--- src/rtl/sonar_varredura_n.sv ---
// Sonar sweep controller: measures range at each servo position and sends an 8-char ASCII frame per position.
// Outputs are registered; serial transmit is paced by a partida_tx/pronto_tx handshake, one character at a time.
module sonar_varredura_n #(
  parameter int N_POS     = 8,
  parameter int W_POS     = 3,
  parameter int T_ESPERA  = 100_000_000,
  parameter int T_TIMEOUT = 10_000_000,
  parameter int N_TENT    = 2
) (
  input  logic             clock,
  input  logic             reset,
  input  logic             ligar,
  input  logic             modo,
  input  logic [11:0]      medida,
  input  logic             pronto_medida,
  input  logic [20:0]      angulo_ascii,
  input  logic             pronto_tx,
  output logic             medir,
  output logic             partida_tx,
  output logic [6:0]       dados_ascii,
  output logic [W_POS-1:0] posicao,
  output logic             fim_quadro,
  output logic             falha_medida,
  output logic [3:0]       db_estado
);

  localparam int T_MAX = (T_ESPERA > T_TIMEOUT) ? T_ESPERA : T_TIMEOUT;
  localparam int W_CNT = $clog2(T_MAX + 1);
  localparam logic [W_POS-1:0] P_ULT = W_POS'(N_POS - 1);

  typedef enum logic [2:0] {
    INICIAL        = 3'd0,
    MEDE           = 3'd1,
    AGUARDA_MEDIDA = 3'd2,
    TRANSMITE      = 3'd3,
    AGUARDA_TX     = 3'd4,
    ESPERA         = 3'd5,
    AVANCA         = 3'd6
  } estado_t;

  estado_t          r_estado;
  estado_t          w_prox;
  logic [W_CNT-1:0] r_cnt;
  logic [3:0]       r_tent;
  logic [2:0]       r_idx;
  logic [20:0]      r_ang;
  logic [11:0]      r_med;
  logic             r_falha;
  logic             r_desce;
  logic             r_medir;
  logic             r_partida;
  logic             r_fim;
  logic [6:0]       r_dados;
  logic [W_POS-1:0] r_pos;

  logic             w_tmo;
  logic             w_esp_fim;
  logic             w_inicio;
  logic [2:0]       w_idx_nxt;
  logic [3:0]       w_nib;
  logic [6:0]       w_char;
  logic [W_POS-1:0] w_pos_nxt;
  logic             w_desce_nxt;

  // r_cnt reads 0 during MEDE, so a timeout lands T_TIMEOUT cycles after medir.
  assign w_tmo     = (r_cnt == W_CNT'(T_TIMEOUT - 1));
  assign w_esp_fim = (r_cnt == W_CNT'(T_ESPERA - 1));
  assign w_inicio  = (w_prox == MEDE) && ((r_estado == INICIAL) || (r_estado == AVANCA));

  always_comb begin
    w_prox = r_estado;
    case (r_estado)
      INICIAL:        if (ligar) w_prox = MEDE;
      MEDE:           w_prox = AGUARDA_MEDIDA;
      AGUARDA_MEDIDA: begin
        if (pronto_medida) w_prox = TRANSMITE;
        else if (w_tmo)    w_prox = (r_tent < 4'(N_TENT)) ? MEDE : TRANSMITE;
      end
      TRANSMITE:      w_prox = AGUARDA_TX;
      AGUARDA_TX:     if (pronto_tx) w_prox = (r_idx == 3'd7) ? ESPERA : TRANSMITE;
      ESPERA: begin
        if (!ligar)         w_prox = INICIAL;
        else if (w_esp_fim) w_prox = AVANCA;
      end
      AVANCA:         w_prox = ligar ? MEDE : INICIAL;
      default:        w_prox = INICIAL;
    endcase
  end

  always_comb begin
    w_idx_nxt = (r_estado == AGUARDA_TX) ? r_idx + 3'd1 : 3'd0;
    w_nib     = 4'h0;
    w_char    = 7'h23;
    case (w_idx_nxt)
      3'd0: w_char = r_ang[20:14];
      3'd1: w_char = r_ang[13:7];
      3'd2: w_char = r_ang[6:0];
      3'd3: w_char = 7'h2C;
      3'd4, 3'd5, 3'd6: begin
        if (w_idx_nxt == 3'd4)      w_nib = r_med[11:8];
        else if (w_idx_nxt == 3'd5) w_nib = r_med[7:4];
        else                        w_nib = r_med[3:0];
        w_char = r_falha ? 7'h3F : ({3'b000, w_nib} + 7'h30);
      end
      default: w_char = 7'h23;
    endcase
  end

  // Ping-pong turns around on the endpoint itself, so each endpoint is visited once per pass.
  always_comb begin
    w_pos_nxt   = r_pos;
    w_desce_nxt = r_desce;
    if (!modo) begin
      w_pos_nxt = (r_pos == P_ULT) ? '0 : r_pos + 1'b1;
    end else if (!r_desce && (r_pos == P_ULT)) begin
      w_pos_nxt   = r_pos - 1'b1;
      w_desce_nxt = 1'b1;
    end else if (r_desce && (r_pos == '0)) begin
      w_pos_nxt   = r_pos + 1'b1;
      w_desce_nxt = 1'b0;
    end else begin
      w_pos_nxt = r_desce ? r_pos - 1'b1 : r_pos + 1'b1;
    end
  end

  always_ff @(posedge clock) begin
    if (reset) begin
      r_estado  <= INICIAL;
      r_cnt     <= '0;
      r_tent    <= '0;
      r_idx     <= '0;
      r_ang     <= '0;
      r_med     <= '0;
      r_falha   <= 1'b0;
      r_desce   <= 1'b0;
      r_medir   <= 1'b0;
      r_partida <= 1'b0;
      r_fim     <= 1'b0;
      r_dados   <= '0;
      r_pos     <= '0;
    end else begin
      r_estado  <= w_prox;
      r_medir   <= (w_prox == MEDE);
      r_partida <= (w_prox == TRANSMITE);
      r_fim     <= (r_estado == AGUARDA_TX) && (w_prox == ESPERA);

      if ((w_prox == MEDE) || ((w_prox == ESPERA) && (r_estado != ESPERA)))
        r_cnt <= '0;
      else if ((r_estado == MEDE) || (r_estado == AGUARDA_MEDIDA) || (r_estado == ESPERA))
        r_cnt <= r_cnt + 1'b1;

      if ((r_estado == INICIAL) || (r_estado == AVANCA)) r_tent <= '0;
      else if (r_estado == MEDE)                          r_tent <= r_tent + 4'd1;

      if (w_inicio) r_ang <= angulo_ascii;

      if (r_estado == AGUARDA_MEDIDA) begin
        if (pronto_medida) begin
          r_med   <= medida;
          r_falha <= 1'b0;
        end else if (w_tmo && (r_tent >= 4'(N_TENT))) begin
          r_falha <= 1'b1;
        end
      end else if (w_prox == INICIAL) begin
        r_falha <= 1'b0;
      end

      if (r_estado == AGUARDA_MEDIDA)                r_idx <= '0;
      else if ((r_estado == AGUARDA_TX) && pronto_tx) r_idx <= r_idx + 3'd1;

      if (w_prox == TRANSMITE)    r_dados <= w_char;
      else if (w_prox == INICIAL) r_dados <= '0;

      if (r_estado == AVANCA) begin
        r_pos   <= w_pos_nxt;
        r_desce <= w_desce_nxt;
      end
    end
  end

  assign medir        = r_medir;
  assign partida_tx   = r_partida;
  assign dados_ascii  = r_dados;
  assign posicao      = r_pos;
  assign fim_quadro   = r_fim;
  assign falha_medida = r_falha;
  assign db_estado    = {1'b0, r_estado};

endmodule

--- config.mk ---
export PLATFORM = sky130hd
export DESIGN_NAME = sonar_varredura_n
export DESIGN_NICKNAME = d
export VERILOG_FILES = /design/src/rtl/sonar_varredura_n.sv
export SDC_FILE = /design/constraint.sdc
export NUM_CORES = 1
export LEC_CHECK = 0
export ABC_AREA = 1
export CORE_MARGIN = 4
export CORE_UTILIZATION = 55
export DETAILED_ROUTE_END_ITERATION = 16
export PLACE_DENSITY = 0.8
export SLEW_MARGIN = 20
export SYNTH_ARGS = -nofsm -noshare
export SYNTH_HDL_FRONTEND = slang
export SYNTH_SLANG_ARGS = --single-unit
--- constraint.sdc ---
create_clock -name clock -period 2.36 [get_ports clock]
set_input_delay 0.236 -clock clock [delete_from_list [all_inputs] [get_ports clock]]
set_output_delay 0.236 -clock clock [all_outputs]
set_load 0.01 [all_outputs]
==> qor.txt, run 1 <==
outcome - finished clean
Leakage - 2.09 nW
ANT cells - 0
Routed WL - 10100 um
commonest non-fill, non-tap cell in the layout - nand2_1
DRC Markers - 0
vias in the first global route - 3857
initial antenna violation count - 0
Layout Nets - 729
Fin. Hold Viols - 0
Net Sw Frac - 0.292
max-slew violation count - 0
post-CTS resize count - 0
CP endpoint kind - flop
mapped cell area - 4240 um2
DRT iter0 DRCs - 268
Achievable Freq - 0.476 GHz
worst-path cell chain - ha_1, ha_1, inv_1, nor2_1, nand2_1, o21ai_0, a21oi_1, o21ai_0, nand2_1, nand2_1, o21ai_0
Total GRT Usage - 0.236
1st-pass router iterations - 5
Top Ports - 57
worst-path fanout max - 7
Worst path max stage delay - 0.40 ns
largest net degree at the start of global routing - 28
die width - 95.8 um
yosys warns - 0
Core Rows - 31
maxcap violations - 0
final setup violation count - 0
DP Cell Count - 769
Clock Path Buffers - 2
share of power burned in registers - 0.520
Starting Density - 0.575
setup total negative slack - 0 ns
Final ANT Viol Nets - 0
PwrDens - 601 nW/um2
Setup WS post-layout - 0.261 ns
critical path class - reg -> reg
grt ovf - 0
clk_lat worst skew - 0.35 ns
crit path max-delay cell type - ha_1
Worst Path Arrival - 2.34 ns
Logic pwr share - 0.187
vias per cell - 5.31
Async S/R FF share, synth - 0
Period minus WS final - 2.10 ns
worst hold path type - reg -> reg
Max-slew headroom - 0.628
routed vias - 4163
CTS tree - done
RSZ-0062 raised after global routing - false
Layout Cells excl Fill - 784
register bit count reported by yosys - 85
die height - 95.8 um
P_sw - 893 uW
Root Buffer - clkbuf_8
Final Cell Area - 5080 um2
dpl ws - 0.258 ns
final worst clock skew - 0.00790 ns
Post-CTS Hold Fix Bufs - 0
H-tree lvl count - 3
Post-synth EDFFs - 0
required time of the worst setup path - 2.60 ns
area delta synth->final - 20.0%
hpwl dp - 7660 um
Clock Sinks - 85
clock network fraction of total power - 0.293
Period Utilization, post-route - 0.889
Post-CTS Setup Repair Bufs - 0
sequential area share after synthesis - 0.402
first-pass GRT wire length - 17200 um
Avg Inst Size Synth - 6.83 um2
CP Buf/Inv Count - 1
Peak VDD IR - 0.386 mV
CTS Buf Count - 9
Core Region - 7370 um2
worst slew pin tran - 0.557 ns
Routed WL per cell - 12.9 um
family with the most delay on the worst path - adder cells
synthesized instance count - 620
routability congestion estimate from global placement - 0.967
Clk pin slew, worst setup/hold paths - 0.08 ns
syn nets - 668
Synth Flop Type - dfxtp_1
post-synthesis cell type count - 35
die area - 9170 um2
layout cells sized above 1 - 0.0642
Cell Int Power - 2.16 mW
most frequent cells in the layout - nand2_1 (128), nor2_1 (123), dfxtp_1 (85)
DP Area - 4910 um2
PortBufs - 55
Setup crit start kind - flop
==> flip-flops by register name, indices dropped and copies added (netlist names) <==
name,flops
r_cnt,27
r_ang,21
r_med,12
dados_ascii,7
r_tent,4
posicao,3
r_estado,3
r_idx,3
falha_medida,1
fim_quadro,1
medir,1
partida_tx,1
r_desce,1
==> stage by stage <==
stage                      util  power (mW)  hold slack [ns]
after floorplan               -        1.97            0.314
after global placement    0.667        2.17            0.440
after detailed placement  0.667        2.19            0.451
after CTS                 0.689        3.08            0.462
after global routing      0.689        3.23            0.488
final                     0.689        3.05            0.464
==> cell usage after synthesis (3+ instances only) <==
master	instances	area, um2
a21oi_1	35	175
nand3_1	39	195
nand2_1	128	480
o21ai_0	48	240
nand2_2	3	18.8
nor3_2	3	30.0
dfxtp_1	85	1700
nor3_1	14	70.1
inv_1	61	229
a211oi_1	3	22.5
nor2_1	123	462
or2_2	3	18.8
clkbuf_1	9	33.8
ha_1	9	113
inv_2	3	11.3
nor2_2	5	31.3
nand4_1	5	31.3
nor4_1	3	18.8
xor2_1	19	166
==> power groups by stage <==
stage / Sequential [mW] / Clock, mW / Combinational (mW)
after floorplan: 1.61 / 0 / 0.366
after global placement: 1.62 / 0 / 0.556
after detailed placement: 1.62 / 0 / 0.566
after CTS: 1.59 / 0.921 / 0.569
after global routing: 1.60 / 0.982 / 0.647
final: 1.59 / 0.895 / 0.571
==> cell families (layout without fill, tap and decap cells) <==
| family | after synthesis | in the layout | synth area share |
|---|---|---|---|
| flip-flops | 85 | 85 | 0.402 |
| XOR/XNOR | 21 | 21 | 0.0434 |
| adder cells (fa/ha/maj) | 9 | 9 | 0.0266 |
| AO/OA/AOI/OAI | 93 | 93 | 0.118 |
| other | 1 | 1 | 0.000885 |
| AND/OR/NAND/NOR | 333 | 333 | 0.335 |
| buffers and inverters | 78 | 143 | 0.0744 |
==> final timing paths <==
kind	from	endpoint	slack (ns)	cells after the start
max	r_idx[0]	dados_ascii[0]	0.26	11
max reg2reg	r_idx[0]	dados_ascii[0]	0.26	11
min	r_med[7]	r_med[7]	0.46	2
min reg2reg	r_med[7]	r_med[7]	0.46	2
==> per-layer routing <==
| metal | global-route usage | share of wire | vias up |
|---|---|---|---|
| met2 | 0.361 | 0.44 | 152 |
| li1 | - | - | 2103 |
| met5 | 0 | 0 | - |
| met4 | 0.0912 | 0.016 | 0 |
| met3 | 0.0516 | 0.068 | 19 |
| met1 | 0.325 | 0.48 | 1889 |
==> final cells by class <==
type                    count  area, um2
clock buffers              11        141
flip-flops and latches     85       1700
multi-input cells         457       2220
inverters                  64        240
fillers                   660       2290
well taps                  99        124
clock inverters             4       25.0
repair buffers             64        631
==> worst min-delay path, cell delays in order (launching register included) <==
cell and delay [ns]:
dfxtp_1 0.32, inv_1 0.05, a21oi_1 0.05
Note: power is estimated with default switching activity, not from simulation.
==> run 2: changes to the inputs <==
--- a/config.mk
+++ b/config.mk
@@ -10,6 +10,7 @@
 export CORE_UTILIZATION = 55
 export DETAILED_ROUTE_END_ITERATION = 16
 export PLACE_DENSITY = 0.8
+export SKIP_LAST_GASP = 1
 export SLEW_MARGIN = 20
 export SYNTH_ARGS = -nofsm -noshare
 export SYNTH_HDL_FRONTEND = slang
==> results of run 2 <==
The final DEF is identical to that of run 1; final timing and power are the same.
==> run 3: changes to the inputs <==
--- a/config.mk
+++ b/config.mk
@@ -11,7 +11,7 @@
 export DETAILED_ROUTE_END_ITERATION = 16
 export PLACE_DENSITY = 0.8
 export SKIP_LAST_GASP = 1
-export SLEW_MARGIN = 20
+export SLEW_MARGIN = 25
 export SYNTH_ARGS = -nofsm -noshare
 export SYNTH_HDL_FRONTEND = slang
 export SYNTH_SLANG_ARGS = --single-unit
==> constraint.sdc (replaced) <==
create_clock -name clock -period 2.36 [get_ports clock]
set_input_delay 0.472 -clock clock [delete_from_list [all_inputs] [get_ports clock]]
set_output_delay 0.472 -clock clock [all_outputs]
set_load 0.01 [all_outputs]
==> qor.txt, run 3 (synthesis results as in run 1) <==
outcome - finished clean
Root Buffer - clkbuf_8
grt met1 use - 0.313
worst hold path startpoint - r_med[9]
Fin. Hold Viols - 0
footprint of the multi-input gates - 2220 um2
PwrDens - 661 nW/um2
Period minus WS final - 2.13 ns
Peak VDD IR - 0.368 mV
Crit. Startpoint - r_cnt[1]
Clock Sinks - 85
Most Crowded Layer GR - met2
routability congestion estimate from global placement - 0.889
FF+latch area - 1700 um2
setup total negative slack - 0 ns
Routed WL per cell - 12.8 um
Setup crit start kind - flop
1st-pass router iterations - 5
met3 Usage GRT - 0.0500
worst-path fanout max - 5
CTS tree - done
Core Region - 7370 um2
Layout Nets - 731
final setup violation count - 0
reg-to-reg startpoint - r_cnt[1]
initial antenna violation count - 0
Final ANT Viol Nets - 0
cells on worst reg2reg path - 10
Routed WL - 10100 um
post-CTS resize count - 0
required time of the worst setup path - 2.60 ns
vias per cell - 5.26
ANT cells - 0
Hold Slack - 0.456 ns
DRC Markers - 0
Clock Path Buffers - 2
Core Rows - 31
Layout fillers - 655
commonest non-fill, non-tap cell in the layout - nand2_1
max reg flops - 27
Worst Hold Path Cells - 2
Post-CTS Hold Fix Bufs - 0
dpl ws - 0.171 ns
vias in the first global route - 3787
Total GRT Usage - 0.229
Largest regs - r_cnt: 27 flops, r_ang: 21 flops, r_med: 12 flops
max-slew violation count - 0
largest net degree at the start of global routing - 28
Starting Density - 0.575
die height - 95.8 um
Period Utilization, post-route - 0.902
Top Ports - 57
grt ovf - 0
clk_lat worst skew - 0.34 ns
final worst clock skew - 0.00852 ns
Setup WS post-layout - 0.232 ns
DRT iter0 DRCs - 312
routed vias - 4139
total power - 3.42 mW
first-pass GRT wire length - 16800 um
die width - 95.8 um
hpwl dp - 7670 um
Achievable Freq - 0.470 GHz
CTS Buf Count - 9
Leakage - 2.14 nW
met2 Use GR - 0.367
PortBufs - 55
layout cells sized above 1 - 0.0698
maxcap violations - 0
area delta synth->final - 22.2%
CP endpoint kind - flop
Max-slew headroom - 0.570
Post-CTS Setup Repair Bufs - 0
worst slew pin tran - 0.644 ns
largest register by flop count - r_cnt
most frequent cells in the layout - nand2_1 (128), nor2_1 (123), dfxtp_1 (85)
RSZ-0062 raised after global routing - false
die area - 9170 um2
worst hold path type - reg -> reg
critical path class - reg -> reg
H-tree lvl count - 3
Worst Path Arrival - 2.37 ns
Clk pin slew, worst setup/hold paths - 0.09 ns
[run 3: changes by cell type in the layout (fill, tap and decap cells not counted), sizes merged]
cell    change
clkbuf      -1
buf         +2
clkinv      -1
bufinv      +3
[run 3: metal layers]
metal / routed length, um / vias to the layer above
met5: 0 / -
met4: 152 / 0
met3: 578 / 19
met2: 4640 / 128
met1: 4730 / 1880
li1: - / 2112
[run 3: final cells by class]
class | instances | share of cell area
multi-input cells | 457 | 0.428
flip-flops and latches | 85 | 0.329
repair buffers | 66 | 0.125
inverters | 64 | 0.0464
clock buffers | 10 | 0.0266
well taps | 99 | 0.0239
clock inverters | 6 | 0.0213
[run 3: stage by stage]
stage	cells	area [um2]	util
after floorplan	620	4240	-
after global placement	771	4930	0.669
after detailed placement	771	4930	0.669
after CTS	787	5180	0.703
after global routing	787	5180	0.703
final	787	5180	0.703
[run 3: where the power goes]
group / total (mW) / switching, mW / internal [mW]
clock: 1.26 / 0.529 / 0.730
combinational: 0.581 / 0.348 / 0.233
sequential: 1.58 / 0.0536 / 1.53
total: 3.42 / 0.931 / 2.49
[run 3: critical path, cell delays in order (launching register included)]
cell     delay [ns]
dfxtp_1        0.36
ha_1           0.18
nand2_1        0.09
nor2_2         0.13
inv_1          0.07
nor2_1         0.27
nand3_1        0.21
nor3_2         0.33
nand4_1        0.16
xor2_1         0.17
nor2_1         0.05
[run 3: path summary, 6_finish.rpt]
kind	end	slack (ns)
hold reg to reg	r_med[9]	0.46
setup reg to reg	r_cnt[26]	0.23
setup / recovery	r_cnt[26]	0.23
hold / removal	r_med[9]	0.46
